--- src/rtl/lvds_align_pkg.sv ---
// Shared types and helpers for the LVDS word-alignment controller.
// Holds the FSM state enum, the default training word and a counter-width helper.
package lvds_align_pkg;

  typedef enum logic [2:0] {
    IDLE,
    TRAIN,
    CHECK,
    SLIP,
    WAIT,
    LOCKED,
    FAIL
  } align_state_t;

  localparam logic [7:0] DEFAULT_TRAIN_PAT = 8'hA5;

  // Bits needed to hold the values 0..max_val inclusive.
  function automatic int cnt_width(input int max_val);
    return (max_val < 1) ? 1 : $clog2(max_val + 1);
  endfunction

endpackage

--- src/rtl/lvds_pattern_chk.sv ---
// Compares deserialized words against the training word and counts consecutive
// valid matches; hit means the run is complete, mismatch flags a bad valid word.
module lvds_pattern_chk
  import lvds_align_pkg::*;
#(
  parameter int                DATA_W    = 8,
  parameter logic [DATA_W-1:0] TRAIN_PAT = DATA_W'(DEFAULT_TRAIN_PAT),
  parameter int                MATCH_CNT = 16,
  localparam int               CNT_W     = cnt_width(MATCH_CNT)
) (
  input  logic              sys_clk,
  input  logic              rst,
  input  logic              enable,
  input  logic [DATA_W-1:0] rx_data,
  input  logic              rx_valid,
  output logic              hit,
  output logic              mismatch
);

  localparam logic [CNT_W-1:0] CNT_MAX = CNT_W'(MATCH_CNT);

  logic [CNT_W-1:0] match_cnt;
  logic             word_ok;
  logic             full;

  assign word_ok  = (rx_data == TRAIN_PAT);
  assign full     = (match_cnt == CNT_MAX);
  assign hit      = enable && full;
  assign mismatch = enable && rx_valid && !word_ok;

  // Invalid cycles hold the count; leaving CHECK restarts it from zero.
  always_ff @(posedge sys_clk) begin
    if (rst || !enable || mismatch) begin
      match_cnt <= '0;
    end else if (rx_valid && word_ok && !full) begin
      match_cnt <= match_cnt + CNT_W'(1);
    end
  end

endmodule

--- src/rtl/lvds_align_ctrl.sv ---
// LVDS word-alignment controller: sends the training word, slips the deserializer
// until it matches, then forwards user data. Define LVDS_ALIGN_STATS_EN for err_count.
module lvds_align_ctrl
  import lvds_align_pkg::*;
#(
  parameter int                DATA_W    = 8,
  parameter logic [DATA_W-1:0] TRAIN_PAT = DATA_W'(DEFAULT_TRAIN_PAT),
  parameter int                SLIP_WAIT = 4,
  parameter int                MATCH_CNT = 16,
  parameter int                MAX_SLIPS = 8,
  localparam int               SLIP_W    = cnt_width(MAX_SLIPS)
) (
  input  logic              sys_clk,
  input  logic              rst,
  input  logic              start,
  input  logic [DATA_W-1:0] tx_user_data,
  output logic [DATA_W-1:0] tx_data,
  input  logic [DATA_W-1:0] rx_data,
  input  logic              rx_valid,
  output logic              bitslip,
  output logic              locked,
  output logic              align_fail,
  output logic [SLIP_W-1:0] slip_count
`ifdef LVDS_ALIGN_STATS_EN
  ,
  output logic [15:0]       err_count
`endif
);

  localparam int                WAIT_W    = cnt_width(SLIP_WAIT);
  localparam logic [SLIP_W-1:0] SLIP_MAX  = SLIP_W'(MAX_SLIPS);
  localparam logic [WAIT_W-1:0] WAIT_LOAD = WAIT_W'(SLIP_WAIT - 1);

  align_state_t      state;
  align_state_t      state_next;
  logic [WAIT_W-1:0] wait_cnt;
  logic              wait_done;
  logic              hit;
  logic              mismatch;
  logic              restart;
  logic              slip_now;

  lvds_pattern_chk #(
    .DATA_W   (DATA_W),
    .TRAIN_PAT(TRAIN_PAT),
    .MATCH_CNT(MATCH_CNT)
  ) u_chk (
    .sys_clk (sys_clk),
    .rst     (rst),
    .enable  (state == CHECK),
    .rx_data (rx_data),
    .rx_valid(rx_valid),
    .hit     (hit),
    .mismatch(mismatch)
  );

  assign wait_done = (wait_cnt == '0);
  assign restart   = start && ((state == IDLE) || (state == LOCKED) || (state == FAIL));
  // A slip is only issued on entry to SLIP while budget remains.
  assign slip_now  = (state_next == SLIP) && (slip_count != SLIP_MAX);

  always_comb begin
    state_next = state;
    unique case (state)
      IDLE, LOCKED, FAIL: if (start) state_next = TRAIN;
      TRAIN, WAIT:        if (wait_done) state_next = CHECK;
      CHECK: begin
        if (hit)           state_next = LOCKED;
        else if (mismatch) state_next = SLIP;
      end
      SLIP:               state_next = bitslip ? WAIT : FAIL;
      default:            state_next = IDLE;
    endcase
  end

  // All outputs are registered from the next state so they line up with it.
  always_ff @(posedge sys_clk) begin
    if (rst) begin
      state      <= IDLE;
      tx_data    <= '0;
      bitslip    <= 1'b0;
      locked     <= 1'b0;
      align_fail <= 1'b0;
      slip_count <= '0;
      wait_cnt   <= '0;
    end else begin
      state      <= state_next;
      bitslip    <= slip_now;
      locked     <= (state_next == LOCKED);
      align_fail <= (state_next == FAIL);
      if (state_next == IDLE)        tx_data <= '0;
      else if (state_next == LOCKED) tx_data <= tx_user_data;
      else                           tx_data <= TRAIN_PAT;
      if (restart)       slip_count <= '0;
      else if (slip_now) slip_count <= slip_count + SLIP_W'(1);
      if ((state_next != state) && ((state_next == TRAIN) || (state_next == WAIT)))
        wait_cnt <= WAIT_LOAD;
      else if (!wait_done)
        wait_cnt <= wait_cnt - WAIT_W'(1);
    end
  end

`ifdef LVDS_ALIGN_STATS_EN
  always_ff @(posedge sys_clk) begin
    if (rst || restart)                           err_count <= '0;
    else if (mismatch && (err_count != 16'hFFFF)) err_count <= err_count + 16'd1;
  end
`endif

endmodule
--- config.mk ---
export PLATFORM = sky130hd
export DESIGN_NAME = lvds_align_ctrl
export DESIGN_NICKNAME = d
export VERILOG_FILES = /design/src/rtl/lvds_align_pkg.sv /design/src/rtl/lvds_pattern_chk.sv /design/src/rtl/lvds_align_ctrl.sv
export SDC_FILE = /design/constraint.sdc
export NUM_CORES = 1
export LEC_CHECK = 0
export ABC_AREA = 0
export BUFFER_PORTS_ARGS = -buffer_cell sky130_fd_sc_hd__buf_2
export CAP_MARGIN = 20
export CORE_MARGIN = 3
export CORE_UTILIZATION = 50
export DETAILED_ROUTE_END_ITERATION = 8
export MAX_ROUTING_LAYER = met4
export PLACE_DENSITY_LB_ADDON = 0.2
export SYNTH_ARGS = -nofsm -noshare
export SYNTH_HDL_FRONTEND = slang
export SYNTH_HIERARCHICAL = 1
export SYNTH_SLANG_ARGS = --single-unit
--- constraint.sdc ---
create_clock -name sys_clk -period 3.25 [get_ports sys_clk]
set_input_delay 0.1625 -clock sys_clk [delete_from_list [all_inputs] [get_ports sys_clk]]
set_output_delay 0.1625 -clock sys_clk [all_outputs]
set_load 0.05 [all_outputs]
# Word-level counts from Yosys, hierarchy flattened
# Cells that the tools add are included.
# classes
mux,9
n_eq_ne,16
add_sub_neg,3
n_bitwise,1
reduce_logical,25
# ops
cell,n
$eq A3 B3 Y1 const B,6
$mux W3,4
$pmux W3 S4,1
$eq A3 B2 Y1 const B,3
$logic_not A3 Y1,3
$eq A8 B8 Y1 const B,1
$logic_and A1 B1 Y1,8
$mux W8,1
$reduce_or A2 Y1,4
$eq A3 B1 Y1 const B,2
$mux W2,3
$reduce_or A3 Y1,2
$add A5 B1 Y5 const B,1
$eq A5 B5 Y1 const B,1
$logic_or A1 B1 Y1,5
$add A4 B1 Y4 const B,1
$ne A4 B4 Y1 const B,1
$logic_not A1 Y1,3
$ne A3 B3 Y1,1
$sub A3 B1 Y3 const B,1
$ne A2 B1 Y1 const B,1
$not A1 Y1,1
# word_totals
register_bits,26
out_inout_bits,15
in_bits,20
wordCells,64

# Depth between registers and ports, before layout
# depth
depth_word,10
ltp_mapped,10
ltp_nobuf,9

# Modules after synthesis
# Netlist, hierarchy kept.
# modules_own_cells
mod,cells_each,seq_area_each_um2,n_inst,area_each_um2
lvds_align_ctrl,120,420.4,1,1049.8
lvds_pattern_chk,35,100.1,1,295.3

# Worst setup path before layout
# OpenSTA, ideal clock, no wires.
# synth_path
path_kind,register to register
startpoint,reg u_chk.match_cnt[0]
endpoint,reg slip_count[3]
arrival_ns,2.141
n_path_buf,0
required_time_ns,3.180
setup_slack_ns,1.039
path_stages_with_launch,10
setup_ns,0.070
cell_sequence,dfxtp_1 -> inv_1 -> ha_1 -> nor4bb_1 -> and2_1 -> mux2_1 -> o32ai_2 -> o22ai_2 -> or4_1 -> a21oi_1
# synth_via
elab_chain_len,6
# synth_lines
item,line_no,source
from (decl),lvds_pattern_chk.sv:22,logic [CNT_W-1:0] match_cnt;
from (signal assigned),lvds_pattern_chk.sv:36,match_cnt <= match_cnt + CNT_W'(1);
$eq A5 B5 Y1,lvds_pattern_chk.sv:27,assign full = (match_cnt == CNT_MAX);
$logic_and A1 B1 Y1,lvds_pattern_chk.sv:28,assign hit = enable && full;
named net hit,lvds_align_ctrl.sv:38,logic hit;
$mux W3,lvds_align_ctrl.sv:68,if (hit) state_next = LOCKED;
$pmux W3 S4,lvds_align_ctrl.sv:64,unique case (state)
$eq A3 B2 Y1,lvds_align_ctrl.sv:60,assign slip_now = (state_next == SLIP) && (slip_count != SLIP_MAX);
$logic_and A1 B1 Y1,lvds_align_ctrl.sv:60,
to (signal assigned),lvds_align_ctrl.sv:95,else if (slip_now) slip_count <= slip_count + SLIP_W'(1);
to (decl),lvds_align_ctrl.sv:23,output logic [SLIP_W-1:0] slip_count
# The timed path passes the listed nets, and every way through them passes these cells.
# A chain may end at the register's enable or synchronous reset.

# Worst setup path after layout
# layout_path
startpoint,reg state[0]
endpoint,reg slip_count[3]
# layout_via
elab_cells_between_ends,23
cone_classes,eq/ne: 7; mux: 5; reduce/logical: 11
# layout_lines
item,line_no,source
from (decl),lvds_align_ctrl.sv:34,align_state_t state;
from (signal assigned),lvds_align_ctrl.sv:87,state <= state_next;
$eq A3 B2 Y1,lvds_align_ctrl.sv:50,".enable (state == CHECK),"
$logic_and A1 B1 Y1,lvds_pattern_chk.sv:28,
named net hit,lvds_align_ctrl.sv:38,
$mux W3,lvds_align_ctrl.sv:68,
$pmux W3 S4,lvds_align_ctrl.sv:64,
$eq A3 B2 Y1,lvds_align_ctrl.sv:60,
$logic_and A1 B1 Y1,lvds_align_ctrl.sv:60,
# The timed path passes the listed nets, and every way through them passes these cells.

==> flow_metrics.py <==
metrics = {
    "worst_setup_path": {
        "setup.worst_path.start_class": "flop",
        "end_kind": "flop",
        "cp.arrival_ns": 2.72,
        "r2r_slack_ns": 0.80,
        "worst_path_largest_cell_delay_ns": 0.52,
        "worst-path-buf-inv": 0,
        "critPathMaxFanout": 9,
        "worst-endpoint-required_ns": 3.52,
        "critical_path_class": "reg2reg",
        "reg2reg_depth": 8,
        "critPathTopFamily": "simple AND/OR/NAND/NOR gates",
        "cp_num_cells": 8,
        "cpMaxStageDelayCell": "sky130_fd_sc_hd__dfxtp_1",
        "crit_chain": "nand2b_1 -> nor2_1 -> and2_1 -> mux2_1 -> o32ai_2 -> o22ai_2 -> or4_1 -> a21oi_1",
    },
    "layout": {
        "antenna_cells": 0,
        "area_added_between_synthesis_and_finish_pct": 15.9,
        "most-common-layout-cells": "sky130_fd_sc_hd__buf_2 (34), sky130_fd_sc_hd__dfxtp_1 (26), sky130_fd_sc_hd__nor2_1 (17)",
        "layout-drive-gt1-share_pct": 25.5,
        "multiInputGateArea_sq_um": 734,
        "final_cells": 218,
        "final_common_cell": "sky130_fd_sc_hd__buf_2",
        "layout.nets": 215,
        "fillerInstances": 222,
        "sequential_cell_area_sq_um": 520,
    },
    "clocking": {
        "numCtsBuffers": 3,
        "root_buffer": "sky130_fd_sc_hd__clkbuf_4",
        "postCtsResizedCells": 0,
        "later_pin_clock_latency_in_the_skew_report_ns": 0.32,
        "tritoncts": "yes",
        "worst_setup_hold_path_clk_slew_ns": 0.13,
        "clk_path_buf_depth": 2,
        "cts_setup_buffers": 0,
        "clock_tree.htree_level_count": 1,
        "numClockSinks": 26,
        "cts.hold.buffers_added": 0,
    },
    "drt": {
        "initialDrtViolationCount": 10,
        "number_of_vias_in_the_routed_layout": 1167,
        "post_route_wl_mm": 2.68,
        "detail_route.drc_violations": 0,
        "drt_first_pass_iters": 4,
        "wl_per_cell_microns": 12.3,
        "routed_via_density": 5.35,
        "count_of_antenna_violating_nets_left_after_detailed_routing": 0,
    },
    "synthesis": {
        "netlist_top_cells_area": "sky130_fd_sc_hd__dfxtp_1 (39%), sky130_fd_sc_hd__ha_1 (5.6%), sky130_fd_sc_hd__nor2_1 (4.7%)",
        "yosysTopAreaCellShare_pct": 38.7,
        "synth-async-reset-ratio_pct": 0,
        "yosysTopAreaCell": "sky130_fd_sc_hd__dfxtp_1",
        "synth_area_sq_mm": 0.00135,
        "yosysWarningCount": 6,
        "synth-edff-count": 0,
        "yosys.cell_types.count": 45,
        "syn_avg_cell_area_sq_um": 8.68,
        "synth_flop_cell": "sky130_fd_sc_hd__dfxtp_1",
        "post_synth_inst_count": 155,
        "syn-num-nets": 181,
        "ys_seq_area_share_pct": 38.7,
        "synth.ff_latch_count": 26,
    },
    "pwr": {
        "ir_worst_vdd_mv": 0.572,
        "power-per-cell-area_mw_per_mm2": 666,
        "p_leak_nw": 0.702,
    },
    "global_routing": {
        "total_congestion_overflow_after_global_routing": 0,
        "global_route.usage.met2_pct": 31.6,
        "wire_length_of_the_first_global_routing_pass_mm": 4.52,
        "grt.busiest_layer": "met2",
        "grt_util_met3_pct": 4.01,
        "largest_net_degree_at_the_start_of_global_routing": 15,
        "gr-usage-all-layers_pct": 17.6,
        "grt_pass1_vias": 1100,
        "globalRouteMet1Util_pct": 18.6,
        "antenna_found_initial": 0,
    },
    "timing": {
        "portion_of_the_clock_cycle_consumed_by_the_worst_path_in_the_final_layout_pct": 75.4,
        "setup_tns_ns": 0,
        "clock-skew-final_ns": 0.00202,
        "worst-slew-pin-transition_ns": 0.432,
        "fmax_mhz": 408,
        "worst_slew_margin_relative_to_its_limit_pct": 71.2,
        "rsz_0062_raised_after_global_routing": "false",
        "final_hold_viol_count": 0,
        "finalSetupViolations": 0,
        "maxSlewViolCount": 0,
        "post-route-min-period_ns": 2.45,
    },
    "placed_design": {
        "dp.cells": 214,
        "place.port_buffers": 34,
        "dp_hpwl_mm": 2.09,
        "finalWeightedCongestion": 0.883,
    },
    "die": {
        "ports_placed_on_the_boundary": 35,
        "placeableCoreArea_sq_mm": 0.00252,
        "initial_utilization_pct": 53.3,
        "chipWidth_microns": 57.9,
        "rows": 18,
        "die_y_microns": 57.9,
        "design.die.area_sq_mm": 0.00335,
    },
    "hold_path": {
        "min_delay_path_depth": 3,
        "hold_path_class": "in2reg",
    },
    "run": {
        "max_cap_viol_count": 0,
    },
    "status": {
        "outcome": "finished clean",
    },
}
[final cells by class]
class | instances | share of cell area (%)
clock buffers | 4 | 2.33
well taps | 30 | 2.41
repair buffers | 34 | 10.9
multi-input cells | 108 | 47.1
inverters | 16 | 3.85
flip-flops and latches | 26 | 33.4
[report_power, final]
| group | internal (mW) | leakage (nW) | switching (mW) |
|---|---|---|---|
| sequential | 0.372 | 0.212 | 0.0407 |
| combinational | 0.167 | 0.469 | 0.295 |
| clock | 0.0686 | 0.0210 | 0.0941 |
| total | 0.608 | 0.702 | 0.429 |
[per-layer routing]
layer / part of all wire [%] / vias up
met5: 0 / -
met4: 1.3 / 0
met3: 4.7 / 5
met2: 49 / 27
met1: 45 / 533
li1: - / 602
[worst min-delay path, stage by stage]
cell                     delay [ns]
sky130_fd_sc_hd__buf_2         0.09
sky130_fd_sc_hd__inv_1         0.04
sky130_fd_sc_hd__nor2_1        0.03
[sequential cells by signal (all words and copies together), names as in the netlist]
register         count
align_fail           1
wait_cnt             3
u_chk/match_cnt      5
tx_data              8
locked               1
bitslip              1
state                3
slip_count           4
[kinds of logic (layout without fill, tap and decap cells)]
logic type,after synthesis,after routing,share of synthesized area (%)
compound gates,32,32,17.1
flops,26,26,38.7
mux,4,4,3.07
buf+inv,21,54,6.70
xor+xnor,3,3,1.95
fa+ha+maj,6,6,5.58
simple gates,63,63,26.9
[cells in the mapped netlist (all sizes together) (2+ instances only)]
library cell,n
buf,4
inv,16
nand3,7
mux2i,3
a21oi,13
and3,2
dfxtp,26
nor2b,4
nor2,17
o21ai,9
or3,4
xnor2,2
nand2,4
nor3,8
ha,6
nand4bb,2
nand2b,5
[worst paths after layout]
check / start / endpoint
setup / recovery: state[0]$_SDFF_PP0_ / slip_count[3]$_SDFFE_PP0P_
hold / removal: tx_user_data[3] / tx_data[3]$_SDFF_PP0_
setup reg to reg: state[0]$_SDFF_PP0_ / slip_count[3]$_SDFFE_PP0P_
hold reg to reg: u_chk/match_cnt[4]$_SDFFE_PP0P_ / u_chk/match_cnt[4]$_SDFFE_PP0P_
[per-stage QoR]
stage / cell area [sq um] / util (%) / setup slack, ns / power, mW / hold slack, ns
final: 1560 / 61.8 / 0.798 / 1.04 / 0.0346
after global routing: 1560 / 61.8 / 0.580 / 1.11 / 0.0214
after CTS: 1560 / 61.8 / 0.802 / 1.05 / 0.0180
after detailed placement: 1520 / 60.4 / 0.840 / 0.882 / 0.383
after global placement: 1520 / 60.4 / 0.890 / 0.873 / 0.380
after floorplan: 1350 / - / 1.04 / 0.797 / 0.240
Note: power is estimated with default switching activity, not from simulation.
